==> config.mk <==
export PLATFORM = sky130hd
export DESIGN_NAME = output_token_writer
export DESIGN_NICKNAME = d
export VERILOG_FILES = /design/src/rtl/output_token_writer_pkg.sv /design/src/rtl/output_token_writer_word_splitter.sv /design/src/rtl/output_token_writer.sv
export SDC_FILE = /design/constraint.sdc
export NUM_CORES = 1
export LEC_CHECK = 0
export CORE_ASPECT_RATIO = 0.75
export CORE_MARGIN = 8
export CORE_UTILIZATION = 45
export DETAILED_ROUTE_END_ITERATION = 8
export PLACE_DENSITY = 0.83
export SLEW_MARGIN = 10
export SYNTH_ARGS = -nofsm -noshare
export SYNTH_HDL_FRONTEND = slang
export SYNTH_SLANG_ARGS = --single-unit
==> constraint.sdc <==
create_clock -name clk -period 2.34 [get_ports clk]
set_input_delay 0.468 -clock clk [delete_from_list [all_inputs] [get_ports clk]]
set_output_delay 0.468 -clock clk [all_outputs]
set_load 0.01 [all_outputs]
==> src/rtl/output_token_writer_pkg.sv <==
// output_token_writer_pkg: shared FSM state encodings and width helper for the output token writer
//   OTW_IDLE..OTW_DONE : 3-bit state encodings
//   log2               : ceiling log2, used for address widths
package output_token_writer_pkg;
    typedef logic [2:0] otw_state_t;
    localparam logic [2:0] OTW_IDLE       = 3'd0;
    localparam logic [2:0] OTW_WAIT_SPACE = 3'd1;
    localparam logic [2:0] OTW_WR_HI      = 3'd2;
    localparam logic [2:0] OTW_WR_LO      = 3'd3;
    localparam logic [2:0] OTW_DONE       = 3'd4;
    function automatic int log2(input int n);
        int r;
        r = 0;
        for (int i = 0; i < 31; i++)
            if ((1 << i) < n) r = i + 1;
        return r;
    endfunction
endpackage

==> src/rtl/output_token_writer_word_splitter.sv <==
// output_token_writer_word_splitter: selects the MSW or LSW of a double-width word, 0 when not enabled
//   word   : 2*word_size input word
//   sel_hi : 1 selects the upper half, 0 the lower half
//   en     : output gate; token is 0 when low
//   token  : selected word_size token
module output_token_writer_word_splitter #(
    parameter int word_size = 16
) (
    input  logic [2*word_size-1:0] word,
    input  logic                   sel_hi,
    input  logic                   en,
    output logic [word_size-1:0]   token
);
    always_comb
        token = !en ? '0 : sel_hi ? word[2*word_size-1:word_size] : word[word_size-1:0];
endmodule

==> src/rtl/output_token_writer.sv <==
// output_token_writer: captures result/status words on a strobe and writes them MSW-first as token pairs to two FIFOs
//   clk, rst (async, active-low), rst_instr (sync, active-low soft reset)
//   en_wr_in, result_in, status_in           : capture strobe and double-width words
//   pop_out_fifo_result, pop_out_fifo_status : current FIFO populations (backpressure)
//   wr_out_*, data_out_*                     : FIFO write enables and tokens
//   busy, done_wr, drop_err                  : status to the parent FSM
//   tokens_written                           : token counter, only with OUTPUT_TOKEN_COUNT_EN
module output_token_writer
    import output_token_writer_pkg::*;
#(
    parameter int word_size   = 16,
    parameter int buffer_size = 1024
) (
    input  logic                   clk,
    input  logic                   rst,
    input  logic                   rst_instr,
    input  logic                   en_wr_in,
    input  logic [2*word_size-1:0] result_in,
    input  logic [2*word_size-1:0] status_in,
    input  logic [word_size-1:0]   pop_out_fifo_result,
    input  logic [word_size-1:0]   pop_out_fifo_status,
    output logic                   wr_out_result,
    output logic                   wr_out_status,
    output logic [word_size-1:0]   data_out_result,
    output logic [word_size-1:0]   data_out_status,
    output logic                   busy,
    output logic                   done_wr,
    output logic                   drop_err
`ifdef OUTPUT_TOKEN_COUNT_EN
    ,
    output logic [word_size-1:0]   tokens_written
`endif
);
    // A pair needs two free slots; space is checked once because only this block fills the FIFOs.
    localparam logic [word_size-1:0] space_lim = word_size'(buffer_size - 2);
    otw_state_t state, state_nx;
    logic [2*word_size-1:0] res_q, sts_q;
    logic space_ok, wr_phase;
    assign space_ok = (pop_out_fifo_result <= space_lim) && (pop_out_fifo_status <= space_lim);
    always_comb
        state_nx = state == OTW_IDLE       ? (en_wr_in ? OTW_WAIT_SPACE : OTW_IDLE) :
                   state == OTW_WAIT_SPACE ? (space_ok ? OTW_WR_HI : OTW_WAIT_SPACE) :
                   state == OTW_WR_HI      ? OTW_WR_LO :
                   state == OTW_WR_LO      ? OTW_DONE : OTW_IDLE;
    always_ff @(posedge clk or negedge rst)
        if (!rst) begin
            state    <= OTW_IDLE;
            res_q    <= '0;
            sts_q    <= '0;
            drop_err <= 1'b0;
        end else if (!rst_instr) begin
            state    <= OTW_IDLE;
            res_q    <= '0;
            sts_q    <= '0;
            drop_err <= 1'b0;
        end else begin
            state <= state_nx;
            if (en_wr_in && state == OTW_IDLE) begin
                res_q <= result_in;
                sts_q <= status_in;
            end
            if (en_wr_in && state != OTW_IDLE) drop_err <= 1'b1;
        end
`ifdef OUTPUT_TOKEN_COUNT_EN
    always_ff @(posedge clk or negedge rst)
        if (!rst) tokens_written <= '0;
        else if (!rst_instr) tokens_written <= '0;
        else if (state == OTW_DONE) tokens_written <= tokens_written + word_size'(2);
`endif
    assign wr_phase      = (state == OTW_WR_HI) || (state == OTW_WR_LO);
    assign wr_out_result = wr_phase;
    assign wr_out_status = wr_phase;
    assign busy          = state != OTW_IDLE;
    assign done_wr       = state == OTW_DONE;
    output_token_writer_word_splitter #(.word_size(word_size)) u_split_result (
        .word   (res_q),
        .sel_hi (state == OTW_WR_HI),
        .en     (wr_phase),
        .token  (data_out_result)
    );
    output_token_writer_word_splitter #(.word_size(word_size)) u_split_status (
        .word   (sts_q),
        .sel_hi (state == OTW_WR_HI),
        .en     (wr_phase),
        .token  (data_out_status)
    );
endmodule
==> metrics.md, run 1 <==
| Metric | Value |
|---|---|
| Outcome | finished clean |
| Slew margin rel. | 0.7528 |
| Max Cap Viol | 0 |
| Max IR drop VDD | 285.8 uV |
| Clock sinks | 68 |
| Mapped Area | 3435 um^2 |
| Root Buffer | clkbuf_8 |
| 1st-pass router iterations | 5 |
| Via count | 3112 |
| Synth Area in XOR/XNOR | 0.002550 |
| Syn_nets | 483 |
| Sequential area share after synthesis | 0.4954 |
| Worst min path class | in2async |
| Slew @ Worst Pin | 370.8 ps |
| Share of cells above drive strength 1 | 0.05848 |
| CTS Hold Bufs | 0 |
| Net Sw Frac | 0.2612 |
| Largest net degree at the start of global routing | 69 |
| Gate power share | 0.187 |
| Post-Synth Adder-Cell Area | 0 |
| Initial DRC Count | 168 |
| CP Cell Sequence | nand2b_4 -> buf_12 -> nor2_1 -> clkdlybuf4s50_1 |
| Setup Buffers After CTS | 0 |
| HPWL Detailed | 7.014 mm |
| Syn-to-layout area delta | 47.50% |
| Cell count after synthesis | 383 |
| CP Launch Type | flop |
| Switch Pwr | 0.6644 mW |
| Fin crit share | 0.9720 |
| Critical Path RT | 1870 ps |
| Max frequency | 439.7 MHz |
| RePlAce Congestion | 0.8038 |
| Final setup violation count | 0 |
| Leakage | 2.187 nW |
| CP Capture Type | primary output |
| Number of synthesized flops with an enable pin | 0 |
| Synth async-reset ratio | 1.000 |
| Vias/cell | 5.068 |
| Die Area | 10710 um^2 |
| First-pass GRT wire length | 15.94 mm |
| Post-synth cell types | 25 |
| Die height | 91.66 um |
| Main synth FF type | dfrtp_1 |
| Total track usage | 0.1866 |
| Multiplexer area fraction after synthesis | 0.09326 |
| Fin worst setup slack | 65.50 ps |
| Clock Power Share | 0.312 |
| CTS tree | done |
| Routed WL per cell | 16.51 um |
| Routed wire length | 10.14 mm |
| Total negative setup slack | 0 ps |
| Cts bufs inserted | 9 |
| Max FO, Critical Path | 22 |
| Post-synthesis compound-gate area fraction | 0.1454 |
| Port bufs | 136 |
| Final Critical Period | 2274 ps |
| Max Slew Vio Count | 0 |
| Die Wd | 116.9 um |
| Reg clk slew, reported paths | 70 ps |
| Syn. warnings | 0 |
| Power density cells | 502.1 nW/um^2 |
| Synthesis-stage register bit count | 68 |
| Crit-path slowest cell | clkdlybuf4s50_1 |
| Fin. Hold Viols | 0 |
| CP bufs+invs | 2 |
| Skew final | 9.704 ps |
| Clock Latency Late Sink | 340 ps |
| NumNets Final | 609 |
| Initial antenna violation count | 0 |
| Worst slack, placed | 344.0 ps |
| Slowest stage delay, CP | 550 ps |
| Row count | 27 |
| Antenna cells | 0 |
| Sequential power share | 0.502 |
| Syn avg cell area | 8.967 um^2 |
| Synth Area in Simple Gates | 0.2179 |
| Internal power | 1.879 mW |
| Remaining DRCs | 0 |
| Crit Path Category | reg2out |
| Critical path's top delay family | buffers and inverters |
| Htree depth | 3 |
| Clk buf depth | 2 |
| Starting Density | 0.4664 |
| Core box area | 7365 um^2 |
| GR Overflow Total | 0 |
| CP arrival | 1810 ps |
| Antenna Nets Post-Route | 0 |
| Number of global-route vias before repair | 3229 |
| Largest family of logic cells by synthesized area | simple AND/OR/NAND/NOR gates |
| Ports | 137 |
## cell families (layout without fill, tap and decap cells)
logic type | after synthesis | in the layout
AO/OA/AOI/OAI | 67 | 67
XOR/XNOR | 1 | 1
buffers and inverters | 31 | 161
flip-flops | 68 | 68
multiplexers | 32 | 32
AND/OR/NAND/NOR | 184 | 184
## cell usage after synthesis, types with 2 or more instances
master / instances / area (um^2)
dfrtp_1: 68 / 1702
nor2_1: 34 / 127.6
mux2i_1: 32 / 320.3
buf_4: 6 / 45.04
nand2_1: 131 / 491.7
nor3_1: 3 / 15.01
nand4_1: 5 / 31.28
clkbuf_1: 14 / 52.55
inv_1: 2 / 7.510
buf_2: 8 / 40.04
and3_1: 2 / 12.51
a21boi_0: 26 / 195.2
nor4_1: 3 / 18.77
a21boi_1: 38 / 285.3
## per-stage QoR
step                hold WS [ps]  power [mW]  instances  instance area (um^2)  utilization
floorplan                  172.4       1.510        383                  3435            -
global placement           500.2       1.760        599                  4903       0.6658
detailed placement         513.0       1.773        599                  4903       0.6658
CTS                        154.9       2.565        614                  5042       0.6847
global route               160.4       2.671        614                  5066       0.6879
finish                     135.2       2.544        614                  5066       0.6879
## flip-flops by register name, summed over array words and instances, names as in the netlist
register / count
sts_q: 32
res_q: 32
state: 3
drop_err: 1
## final timing paths
| kind | start | to | slack, ps | cells after the start |
|---|---|---|---|---|
| min in group clk | res_q[8]$_DFFE_PN0P_ | res_q[8]$_DFFE_PN0P_ | 520 | 2 |
| min | rst | sts_q[11]$_DFFE_PN0P_ | 140 | 2 |
| max reg2reg | state[0]$_DFF_PN0_ | res_q[29]$_DFFE_PN0P_ | 610 | 6 |
| min reg2reg | res_q[8]$_DFFE_PN0P_ | res_q[8]$_DFFE_PN0P_ | 520 | 2 |
| max in group asynchronous | rst | sts_q[14]$_DFFE_PN0P_ | 1890 | 2 |
| max | state[2]$_DFF_PN0_ | data_out_status[2] | 70 | 4 |
## routing by layer
metal,part of all wire,global-route usage
met2,0.45,0.2979
met1,0.45,0.2322
met5,0,0
met4,0.017,0.06376
met3,0.083,0.06090
## repair_timing
| item | in CTS | in global routing |
|---|---|---|
| endpoints found under the setup margin | 9 | 26 |
| resized for setup | 9 | 7 |
| endpoints found under the hold margin | 0 | 0 |
## cell usage in the layout (no fill, tap or decap), types with 2 or more instances in the layout
master           count
nand2_1            130
clkdlybuf4s50_1    122
dfrtp_1             65
a21boi_1            38
nor2_1              34
mux2i_1             32
a21boi_0            26
clkbuf_8             9
dlygate4sd2_1        9
buf_12               6
nand4_1              5
nor4_1               3
nor3_1               3
clkbuf_1             3
clkinv_2             3
dlymetal6s2s_1       3
dfrtp_2              3
inv_1                2
and3_1               2
buf_2                2
buf_4                2
## final cells by class
| cell class | instances | area (um^2) |
|---|---|---|
| Fill cell | 608 | 2298 |
| Sequential cell | 68 | 1705 |
| Multi-Input combinational cell | 284 | 1594 |
| Timing Repair Buffer | 144 | 1483 |
| Clock buffer | 12 | 135.1 |
| Tap cell | 101 | 126.4 |
| Clock inverter | 3 | 15.01 |
| Inverter | 2 | 7.507 |
## power by group through the flow
stage	sequential [mW]	clock [mW]	combinational, mW
3_3_place_gp	1.29	0	0.466
2_1_floorplan	1.29	0	0.221
4_1_cts	1.28	0.812	0.478
5_1_grt	1.28	0.867	0.521
6_report	1.28	0.793	0.475
3_5_place_dp	1.30	0	0.476
## worst register-to-register path, cell delays in order (launching register included)
cell      delay, ps
dfrtp_2         430
buf_12          180
nor3_4          230
and2_2          200
buf_12          270
nand2_1         120
a21boi_0        210
(Power assumes the default switching activity.)
==> run 2, diff against run 1 <==
Settings changed: ABC_AREA set to 1, PLACE_DENSITY 0.83 to 0.84.
==> run 2 against run 1 <==
Net effect: maximum frequency rose by 6.0%; routed wire length is 8.4% lower; clock skew shrank 2.4 ps; hold slack got worse by 74 ps; die area shrank 3.9%; non-clock buffer count grew 2; area after synthesis fell by 4.6%; final area is 4.3% lower; largest power group unchanged.
==> metrics.md, run 2 <==
| Metric | Value |
|---|---|
| Outcome | finished clean (unchanged) |
| Fillcell total | 593 (was 608) |
| Max Cap Viol | 0 (unchanged) |
| Starting Density | 0.4554 (was 0.4664) |
| Placed Instance Area | 4629 um^2 (was 4903 um^2) |
| CP bufs+invs | 1 (was 2) |
| Crit-path slowest cell | clkdlybuf4s50_1 (unchanged) |
| Fin. Hold Viols | 0 (unchanged) |
| Clock sinks | 68 (unchanged) |
| Initial DRC Count | 170 (was 168) |
| Htree depth | 3 (unchanged) |
| Routed wire length | 9.286 mm (was 10.14 mm) |
| Syn_nets | 480 (was 483) |
| Cell count after synthesis | 380 (was 383) |
| Synth top area cells | dfrtp_1, nand3_1, o21ai_1 (was dfrtp_1, nand2_1, mux2i_1) |
| Slowest stage delay, CP | 600 ps (was 550 ps) |
| Fin crit share | 0.9171 (was 0.9720) |
| Worst min path class | in2async (unchanged) |
| Total track usage | 0.1873 (was 0.1866) |
| 1st-pass router iterations | 4 (was 5) |
| CTS tree | done (unchanged) |
| Antenna cells | 0 (unchanged) |
| Slew @ Worst Pin | 437.0 ps (was 370.8 ps) |
| Synth top area share | 0.5193 (was 0.4954) |
| Final setup violation count | 0 (unchanged) |
| Critical path's top delay family | buffers and inverters (unchanged) |
| RePlAce Congestion | 0.8395 (was 0.8038) |
| Synth async-reset ratio | 1.000 (unchanged) |
| Port bufs | 136 (unchanged) |
| Core box area | 7196 um^2 (was 7365 um^2) |
| Syn. warnings | 0 (unchanged) |
| Final Critical Period | 2146 ps (was 2274 ps) |
| Die Wd | 114.5 um (was 116.9 um) |
| Final core utilization | 0.6738 (was 0.6879) |
| Share of cells above drive strength 1 | 0.06990 (was 0.05848) |
| Cts bufs inserted | 9 (unchanged) |
| RSZ-0062 raised after global routing | false |
| Fin worst setup slack | 194.0 ps (was 65.50 ps) |
| GR Overflow Total | 0 (unchanged) |
| Slew margin rel. | 0.7087 (was 0.7528) |
| Post-synth top cells | inv_1, dfrtp_1, nand3_1, o21ai_1, o22ai_1 (was nand2_1, dfrtp_1, a21boi_1, nor2_1, mux2i_1) |
| NumNets Final | 610 (was 609) |
| Routed WL per cell | 15.07 um (was 16.51 um) |
| Skew final | 7.275 ps (was 9.704 ps) |
| Remaining DRCs | 0 (unchanged) |
| Max FO, Critical Path | 6 (was 22) |
| Sequential area share after synthesis | 0.5193 (was 0.4954) |
| Critical Path RT | 1870 ps (about the same) |
| Root Buffer | clkbuf_8 (unchanged) |
| Most frequent cells in the layout | clkdlybuf4s50_1, inv_1, dfrtp_1 (was nand2_1, clkdlybuf4s50_1, dfrtp_1) |
| Reg clk slew, reported paths | 70 ps (about the same) |
| Count leader, synth | inv_1 (was nand2_1) |
| CP Capture Type | primary output (unchanged) |
| Number of global-route vias before repair | 3330 (was 3229) |
| Top flop regs | res_q: 32 flops, sts_q: 32 flops, state: 3 flops (unchanged) |
| Ports | 137 (unchanged) |
| Initial antenna violation count | 0 (unchanged) |
| Die Area | 10300 um^2 (was 10710 um^2) |
| Inst Count DP | 600 (was 599) |
| Design Area, Final | 4848 um^2 (was 5066 um^2) |
| Crit Path Category | reg2out (unchanged) |
| Row count | 27 (unchanged) |
| Syn avg cell area | 8.623 um^2 (was 8.967 um^2) |
| Number of synthesized flops with an enable pin | 0 (unchanged) |
| Largest net degree at the start of global routing | 65 (was 69) |
| Post-synth cell types | 20 (was 25) |
| Synth area leader | dfrtp_1 (unchanged) |
| Total power | 2.854 mW (was 2.544 mW) |
| CP Launch Type | flop (unchanged) |
| CP arrival | 1680 ps (was 1810 ps) |
| Antenna Nets Post-Route | 0 (unchanged) |
| Most common cell after layout, fill and taps aside | clkdlybuf4s50_1 (was nand2_1) |
| HPWL Detailed | 7.020 mm (was 7.014 mm) |
| Vias/cell | 5.049 (was 5.068) |
| Max IR drop VDD | 429.2 uV (was 285.8 uV) |
| Hold WS | 61.04 ps (was 135.2 ps) |
| Max Slew Vio Count | 0 (unchanged) |
| Syn-to-layout area delta | 47.96% (was 47.50%) |
| Worst slack, placed | 252.8 ps (was 344.0 ps) |
| Post-Layout Cell Count | 616 (was 614) |
| Leakage | 2.218 nW (was 2.187 nW) |
| First-pass GRT wire length | 15.77 mm (was 15.94 mm) |
| Clk buf depth | 2 (unchanged) |
| Power density cells | 588.6 nW/um^2 (was 502.1 nW/um^2) |
| Via count | 3110 (was 3112) |
| Synthesis-stage register bit count | 68 (unchanged) |
| Max frequency | 466.0 MHz (was 439.7 MHz) |
| Main synth FF type | dfrtp_1 (unchanged) |
| CP Cell Sequence | nor3_1 -> clkdlybuf4s50_1 (was nand2b_4 -> buf_12 -> nor2_1 -> clkdlybuf4s50_1) |
| Mapped Area | 3277 um^2 (was 3435 um^2) |
| Clock Latency Late Sink | 340 ps (about the same) |
| Die height | 89.90 um (was 91.66 um) |
| Total negative setup slack | 0 ps (unchanged) |
-- run 2: cell types whose count changed after synthesis, moves of 5 or more --
| cell | previous run | this run |
|---|---|---|
| o22ai_1 | 0 | 32 |
| clkbuf_1 | 14 | 0 |
| mux2i_1 | 32 | 0 |
| a21boi_0 | 26 | 0 |
| inv_1 | 2 | 78 |
| buf_4 | 6 | 1 |
| o21ai_1 | 0 | 60 |
| nand2_1 | 131 | 22 |
| buf_2 | 8 | 14 |
| buf_6 | 1 | 12 |
| nand3_1 | 0 | 66 |
| nor2_1 | 34 | 10 |
| a21boi_1 | 38 | 0 |
-- run 2: cell type report --
class / instances / area [um^2] / area share
multi-input cells: 205 / 1057 / 0.2181
flip-flops and latches: 68 / 1703 / 0.3512
clock buffers: 10 / 137.6 / 0.02839
clock inverters: 6 / 111.4 / 0.02297
well taps: 101 / 126.4 / 0.02606
repair buffers: 146 / 1408 / 0.2903
inverters: 80 / 305.3 / 0.06297
-- run 2: path summary, 6_finish.rpt --
| check | from | end | slack (ps) | cells past startpoint |
|---|---|---|---|---|
| max | state[1]$_DFF_PN0_ | done_wr | 190 | 2 |
| min | rst | sts_q[10]$_DFFE_PN0P_ | 60 | 1 |
| max reg2reg | state[1]$_DFF_PN0_ | res_q[27]$_DFFE_PN0P_ | 870 | 5 |
| min reg2reg | sts_q[3]$_DFFE_PN0P_ | sts_q[3]$_DFFE_PN0P_ | 520 | 2 |
| max in group asynchronous | rst | res_q[3]$_DFFE_PN0P_ | 1580 | 2 |
| min in group clk | sts_q[3]$_DFFE_PN0P_ | sts_q[3]$_DFFE_PN0P_ | 520 | 2 |
-- run 2: routing by layer --
layer  GRT usage  part of all wire  wire [um]
met1      0.2308              0.43       3957
met2      0.2921              0.46       4303
met3     0.07548             0.094        875
met4     0.05967             0.016        150
met5           0                 0          0
-- run 2: report_power, final --
group          switching, mW  total [mW]  leakage, nW  internal (mW)
clock                  0.431        1.17        0.122          0.736
combinational          0.202       0.416         1.18          0.213
sequential            0.0223        1.27        0.912           1.25
total                  0.656        2.85         2.22           2.20
-- run 2: kinds of logic (layout without fill, tap and decap cells) --
group / after synthesis / in the layout / share of synthesized area
buf+inv: 107 / 242 / 0.1581
simple gates: 105 / 105 / 0.1577
flops: 68 / 68 / 0.5193
compound gates: 100 / 100 / 0.1649
-- run 2: what timing repair did --
action / 4_1_cts / 5_1_grt
gates resized for setup: 34 / 4
hold endpoints to repair: 0 / 0
setup endpoints to repair: 34 / 1
setup buffers: 0 / 0
hold buffers: 0 / 0
-- run 2: worst register-to-register path: stages, from the launching register on --
cell     delay (ps)
dfrtp_2         460
nor2_4          170
nand3_4         120
nand2_4         210
buf_4           290
o21ai_1         100
